==> config.mk <==
export PLATFORM = sky130hd
export DESIGN_NAME = rf_debug_sequencer
export DESIGN_NICKNAME = d
export VERILOG_FILES = /design/src/rtl/rf_debug_sequencer_pkg.sv /design/src/rtl/rf_debug_sequencer_lat_counter.sv /design/src/rtl/rf_debug_sequencer.sv
export SDC_FILE = /design/constraint.sdc
export NUM_CORES = 1
export LEC_CHECK = 0
export ABC_AREA = 1
export BUFFER_PORTS_ARGS = -buffer_cell sky130_fd_sc_hd__buf_2
export CAP_MARGIN = 20
export CELL_PAD_IN_SITES_DETAIL_PLACEMENT = 0
export CELL_PAD_IN_SITES_GLOBAL_PLACEMENT = 2
export CORE_MARGIN = 8
export CORE_UTILIZATION = 26
export DETAILED_ROUTE_END_ITERATION = 8
export PLACE_DENSITY_LB_ADDON = 0.1
export SYNTH_ARGS = -nofsm -noshare
export SYNTH_HDL_FRONTEND = slang
export SYNTH_HIERARCHICAL = 1
export SYNTH_SLANG_ARGS = --single-unit
==> constraint.sdc <==
create_clock -name clk -period 1.75 [get_ports clk]
set_input_delay 0.175 -clock clk [delete_from_list [all_inputs] [get_ports clk]]
set_output_delay 0.175 -clock clk [all_outputs]
set_load 0.03 [all_outputs]
==> src/rtl/rf_debug_sequencer_pkg.sv <==
// rtl/rf_debug_sequencer_pkg.sv - shared types for the register-file debug sequencer
package rf_debug_sequencer_pkg;

    // Debug-bus register address width, matched by rf_ra
    localparam int RF_DBG_ADDR_W = 5;

    typedef logic [RF_DBG_ADDR_W-1:0] rf_dbg_addr_t;

    typedef enum logic [2:0] {
        ST_IDLE,
        ST_D_ISSUE,
        ST_D_WAIT,
        ST_D_HOLD,
        ST_S_ISSUE,
        ST_S_WAIT
    } rf_dbg_state_t;

endpackage

==> src/rtl/rf_debug_sequencer_lat_counter.sv <==
// rtl/rf_debug_sequencer_lat_counter.sv - loadable down-counter with zero flag for read latency
module rf_debug_lat_counter
    import rf_debug_sequencer_pkg::*;
#(
    parameter int CNT_W = 1
) (
    input  logic             clk,
    input  logic             rst,
    input  logic             load,
    input  logic [CNT_W-1:0] load_val,
    input  logic             dec,
    output logic             zero
);

    logic [CNT_W-1:0] cnt;

    // Load wins over decrement; the count parks at zero
    always_ff @(posedge clk) begin
        if (rst) begin
            cnt <= '0;
        end else if (load) begin
            cnt <= load_val;
        end else if (dec && (cnt != '0)) begin
            cnt <= cnt - 1'b1;
        end
    end

    assign zero = (cnt == '0);

endmodule

==> src/rtl/rf_debug_sequencer.sv <==
// rtl/rf_debug_sequencer.sv - dump/single-read sequencer for the RF debug port; optional RF_DEBUG_CHECKSUM_EN adds dump_csum
module rf_debug_sequencer
    import rf_debug_sequencer_pkg::*;
#(
    parameter int NUM_REGS = 32,
    parameter int ADDR_W   = RF_DBG_ADDR_W,
    parameter int DATA_W   = 32,
    parameter int READ_LAT = 0
) (
    input  logic              clk,
    input  logic              rst,
    input  logic              dump_start,
    output logic              dump_busy,
    output logic              dump_done,
    input  logic              single_req,
    input  logic [ADDR_W-1:0] single_addr,
    output logic              single_ack,
    output logic [DATA_W-1:0] single_data,
    output logic              out_valid,
    input  logic              out_ready,
    output logic [ADDR_W-1:0] out_addr,
    output logic [DATA_W-1:0] out_data,
    output logic              out_last,
    output logic [ADDR_W-1:0] rf_ra,
    input  logic [DATA_W-1:0] rf_rd
`ifdef RF_DEBUG_CHECKSUM_EN
    ,
    output logic [DATA_W-1:0] dump_csum
`endif
);

    localparam int                CNT_W     = (READ_LAT > 1) ? $clog2(READ_LAT) : 1;
    localparam logic [CNT_W-1:0]  LOAD_VAL  = CNT_W'((READ_LAT > 0) ? READ_LAT - 1 : 0);
    localparam logic [ADDR_W-1:0] LAST_IDX  = ADDR_W'(NUM_REGS - 1);
    localparam bit                COMB_READ = (READ_LAT == 0);

    rf_dbg_state_t     state;
    rf_dbg_state_t     state_nxt;
    logic [ADDR_W-1:0] idx;
    logic              lat_zero;
    logic              lat_load;
    logic              lat_dec;
    logic              d_capture;
    logic              s_capture;
    logic              start_accept;
    logic              beat_accept;

    rf_debug_lat_counter #(
        .CNT_W(CNT_W)
    ) u_lat_counter (
        .clk      (clk),
        .rst      (rst),
        .load     (lat_load),
        .load_val (LOAD_VAL),
        .dec      (lat_dec),
        .zero     (lat_zero)
    );

    // State register
    always_ff @(posedge clk) begin
        if (rst) begin
            state <= ST_IDLE;
        end else begin
            state <= state_nxt;
        end
    end

    // Next state, read address and strobes; dump beats outrank single reads
    always_comb begin
        state_nxt    = state;
        rf_ra        = '0;
        out_valid    = 1'b0;
        lat_load     = 1'b0;
        lat_dec      = 1'b0;
        d_capture    = 1'b0;
        s_capture    = 1'b0;
        start_accept = 1'b0;
        beat_accept  = 1'b0;
        case (state)
            ST_IDLE: begin
                if (dump_start) begin
                    start_accept = 1'b1;
                    state_nxt    = ST_D_ISSUE;
                end else if (single_req) begin
                    state_nxt = ST_S_ISSUE;
                end
            end
            ST_D_ISSUE: begin
                rf_ra = idx;
                if (COMB_READ) begin
                    d_capture = 1'b1;
                    state_nxt = ST_D_HOLD;
                end else begin
                    lat_load  = 1'b1;
                    state_nxt = ST_D_WAIT;
                end
            end
            ST_D_WAIT: begin
                rf_ra = idx;
                if (lat_zero) begin
                    d_capture = 1'b1;
                    state_nxt = ST_D_HOLD;
                end else begin
                    lat_dec = 1'b1;
                end
            end
            ST_D_HOLD: begin
                rf_ra     = idx;
                out_valid = 1'b1;
                if (out_ready) begin
                    beat_accept = 1'b1;
                    state_nxt   = (idx == LAST_IDX) ? ST_IDLE : ST_D_ISSUE;
                end
            end
            ST_S_ISSUE: begin
                rf_ra = single_addr;
                if (COMB_READ) begin
                    s_capture = 1'b1;
                    state_nxt = ST_IDLE;
                end else begin
                    lat_load  = 1'b1;
                    state_nxt = ST_S_WAIT;
                end
            end
            ST_S_WAIT: begin
                rf_ra = single_addr;
                if (lat_zero) begin
                    s_capture = 1'b1;
                    state_nxt = ST_IDLE;
                end else begin
                    lat_dec = 1'b1;
                end
            end
            default: begin
                state_nxt = ST_IDLE;
            end
        endcase
    end

    assign out_last = (state == ST_D_HOLD) && (idx == LAST_IDX);

    // Index walk, data capture and the registered busy/done/ack flags
    always_ff @(posedge clk) begin
        if (rst) begin
            idx         <= '0;
            out_addr    <= '0;
            out_data    <= '0;
            single_data <= '0;
            single_ack  <= 1'b0;
            dump_done   <= 1'b0;
            dump_busy   <= 1'b0;
        end else begin
            single_ack <= s_capture;
            dump_done  <= beat_accept && (idx == LAST_IDX);
            if (start_accept) begin
                idx <= '0;
            end else if (beat_accept && (idx != LAST_IDX)) begin
                idx <= idx + 1'b1;
            end
            if (d_capture) begin
                out_data <= rf_rd;
                out_addr <= idx;
            end
            if (s_capture) begin
                single_data <= rf_rd;
            end
            if (start_accept) begin
                dump_busy <= 1'b1;
            end else if (dump_done) begin
                dump_busy <= 1'b0;
            end
        end
    end

`ifdef RF_DEBUG_CHECKSUM_EN
    // XOR of every accepted beat; holds after done until the next start
    always_ff @(posedge clk) begin
        if (rst || start_accept) begin
            dump_csum <= '0;
        end else if (beat_accept) begin
            dump_csum <= dump_csum ^ out_data;
        end
    end
`endif

endmodule

==> qor.txt <==
Status = complete, no violations
Pre-antenna DRT Iters = 4
Critical path cell sequence = ha_4 > inv_2 > nor3_2 > ha_2 > inv_4 > nor2_4 > buf_6
Max incr delay on CP = 0.37 ns
Area grow syn2layout = 34.6%
Wirelength per Cell = 14.1 um
Final Worst Setup Slack = 0.0409 ns
Hold Crit Class = in -> reg
Flops & latches, synth = 81
Nets = 582
Fin crit period = 1.71 ns
Hold Crit Start = rst
Std cell rows = 40
Post-synthesis compound-gate area fraction = 13.8%
DRC violation total after the first TritonRoute iteration = 130
Vias in the first global route = 3057
Hold Crit Depth = 2
Die Wd = 126 um
Unique cell type count in the Yosys netlist = 26
Max Clock Freq = 585 MHz
RR Startpoint = idx[0]
Fin. max-slew vios = 0
Die height = 126 um
Placed cell count = 669
Post-Syn Area per Cell = 7.70 um^2
Crit. End Element = output port
Hold Path End = dump_busy
Largest net degree at the start of global routing = 41
Setup Skew = 0.00576 ns
Core ar. = 12000 um^2
Maximum VDD drop = 0.567 mV
Kind of start point of the critical path = flip-flop
Synth Area in XOR/XNOR = 0%
CTS buffer count = 9
Hpwl dp = 7060 um
Commonest non-fill, non-tap cell in the layout = nor2_1
Starting Density = 26.5%
Synth Cell Area = 3170 um^2
Max FO, Critical Path = 4
CP max stage cell = dfxtp_4
Post-Synth Adder-Cell Area = 0.791%
Via density = 4.31
Mux contribution to synthesized area = 0%
Pwr per Cell Area = 2190 nW/um^2
Post-Layout Cell Count = 690
Clk slew on worst S/H paths = 0.06 ns
Layout cells sized above 1 = 33.1%
Final ANT Viol Nets = 0
Post-synthesis simple-gate area fraction = 25.6%
Die area = 16000 um^2
Main combinational cell family by area after synthesis = simple AND/OR/NAND/NOR gates
RSZ-0062 raised after global routing = true
Crit path kind = reg -> out
Static Leak = 0.00200 uW
Period utilization = 97.7%
Tot GR Track Use = 12.4%
ANT cells = 0
Most frequent cells in the layout = nor2_1 (147), buf_2 (118), dfxtp_1 (76)
H-Tree Level Count = 3
Post-synthesis sequential area ratio = 51.2%
Hold WS = 0.0707 ns
Worst-Skew Late Latency = 0.34 ns
Finish-stage setup viols = 0
Pre-CTS setup slack = 0.192 ns
Clock buffer depth = 2
Core Util, Final = 35.6%
CTS root buf = clkbuf_16
Kind of cell adding the most delay to the critical path = flip-flops
Grt ovf = 0
Arr. time, crit path = 1.53 ns
Reg2reg end = idx[2]
Number of port buffers = 120
CTS tree = done
Number of max-cap violations = 0
Initial antenna violation count = 0
Final wirelength = 9720 um
Cells after Synth = 411
DRC viols = 0
Via count = 2971
Final hold vios = 0
I/O pins = 121
Filler cells = 1304
RePlAce Congestion = 0.778
YS warnings = 6
Reg2Reg Setup Slack = 0.12 ns
Buf+Inv Stages, Crit Path = 3
Worst r2r path cells = 10
First-pass GRT wire length = 15600 um
CTS Sinks = 81
Required time of the critical path = 1.57 ns
registers in the layout, summed over array words and instances (netlist names):
register           cells
state                  3
single_ack             1
u_lat_counter/cnt      1
single_data           32
out_addr               5
dump_done              1
idx                    5
out_data              32
dump_busy              1
worst max path at each step:
| stage | start | to | slack [ns] | cells after the start |
|---|---|---|---|---|
| finish | idx[0] | out_last | 0.04 | 7 |
| floorplan | state[1] | rf_ra[0] | 0.07 | 4 |
| global placement | idx[1] | idx[2] | 0.21 | 9 |
| detailed placement | idx[1] | idx[2] | 0.19 | 9 |
| global route | idx[0] | out_last | -0.04 | 7 |
| CTS | idx[1] | out_last | -0.03 | 7 |
cells in the mapped netlist (all sizes together):
master | number | area share [%]
a21oi | 8 | 1.3
a22o | 2 | 0.55
and3 | 1 | 0.20
buf | 12 | 4.6
clkbuf | 9 | 1.1
clkinv | 1 | 0.12
conb | 1 | 0.12
dfxtp | 81 | 51
ha | 2 | 0.79
inv | 22 | 2.7
nand2 | 29 | 3.5
nand3 | 7 | 1.4
nor2 | 159 | 20
nor3 | 2 | 0.32
o21ai | 75 | 12
layer usage:
metal | up-vias | track usage, % | wire length, um | share of wire [%]
met2 | 75 | 19.5 | 4400 | 45
met1 | 1324 | 14.7 | 4550 | 47
li1 | 1557 | - | - | -
met5 | - | 0 | 0 | 0
met4 | 0 | 6.16 | 193 | 2.0
met3 | 15 | 4.23 | 572 | 5.9
report_power, final:
part / leakage [uW] / total (uW) / internal (uW) / switching [uW]
clock: 0.000144 / 1850 / 1140 / 712
sequential: 0.000668 / 3000 / 2590 / 415
combinational: 0.00119 / 4470 / 1300 / 3170
total: 0.00200 / 9320 / 5030 / 4300
logic make-up after synthesis:
family / after synthesis
AO/OA/AOI/OAI: 85
adder cells (fa/ha/maj): 2
buffers and inverters: 44
flip-flops: 81
other: 1
AND/OR/NAND/NOR: 198
through the flow:
| stage | TNS [ns] | instance area, um^2 | total power, uW |
|---|---|---|---|
| 6_report | 0 | 4260 | 9320 |
| 5_1_grt | -0.0446 | 4260 | 10100 |
| 4_1_cts | -0.0265 | 4170 | 9490 |
| 3_5_place_dp | 0 | 3880 | 7580 |
| 3_3_place_gp | 0 | 3880 | 7550 |
| 2_1_floorplan | 0 | 3170 | 6440 |
timing repair:
item	4_1_cts	5_1_grt
cloned	0	0
endpoints found under the setup margin	6	6
hold buffers	0	0
setup buffers	0	5
resized for setup	4	17
pin swaps	1	3
cell type report:
class	instances	area, um^2	share of cell area [%]
Inverter	23	91.3	2.14
Tap cell	147	184	4.32
Sequential cell	81	1640	38.4
Clock inverter	3	40.0	0.940
Timing Repair Buffer	135	747	17.5
Clock buffer	13	250	5.87
Multi-Input combinational cell	288	1310	30.8
Note: power is estimated with default switching activity, not from simulation.
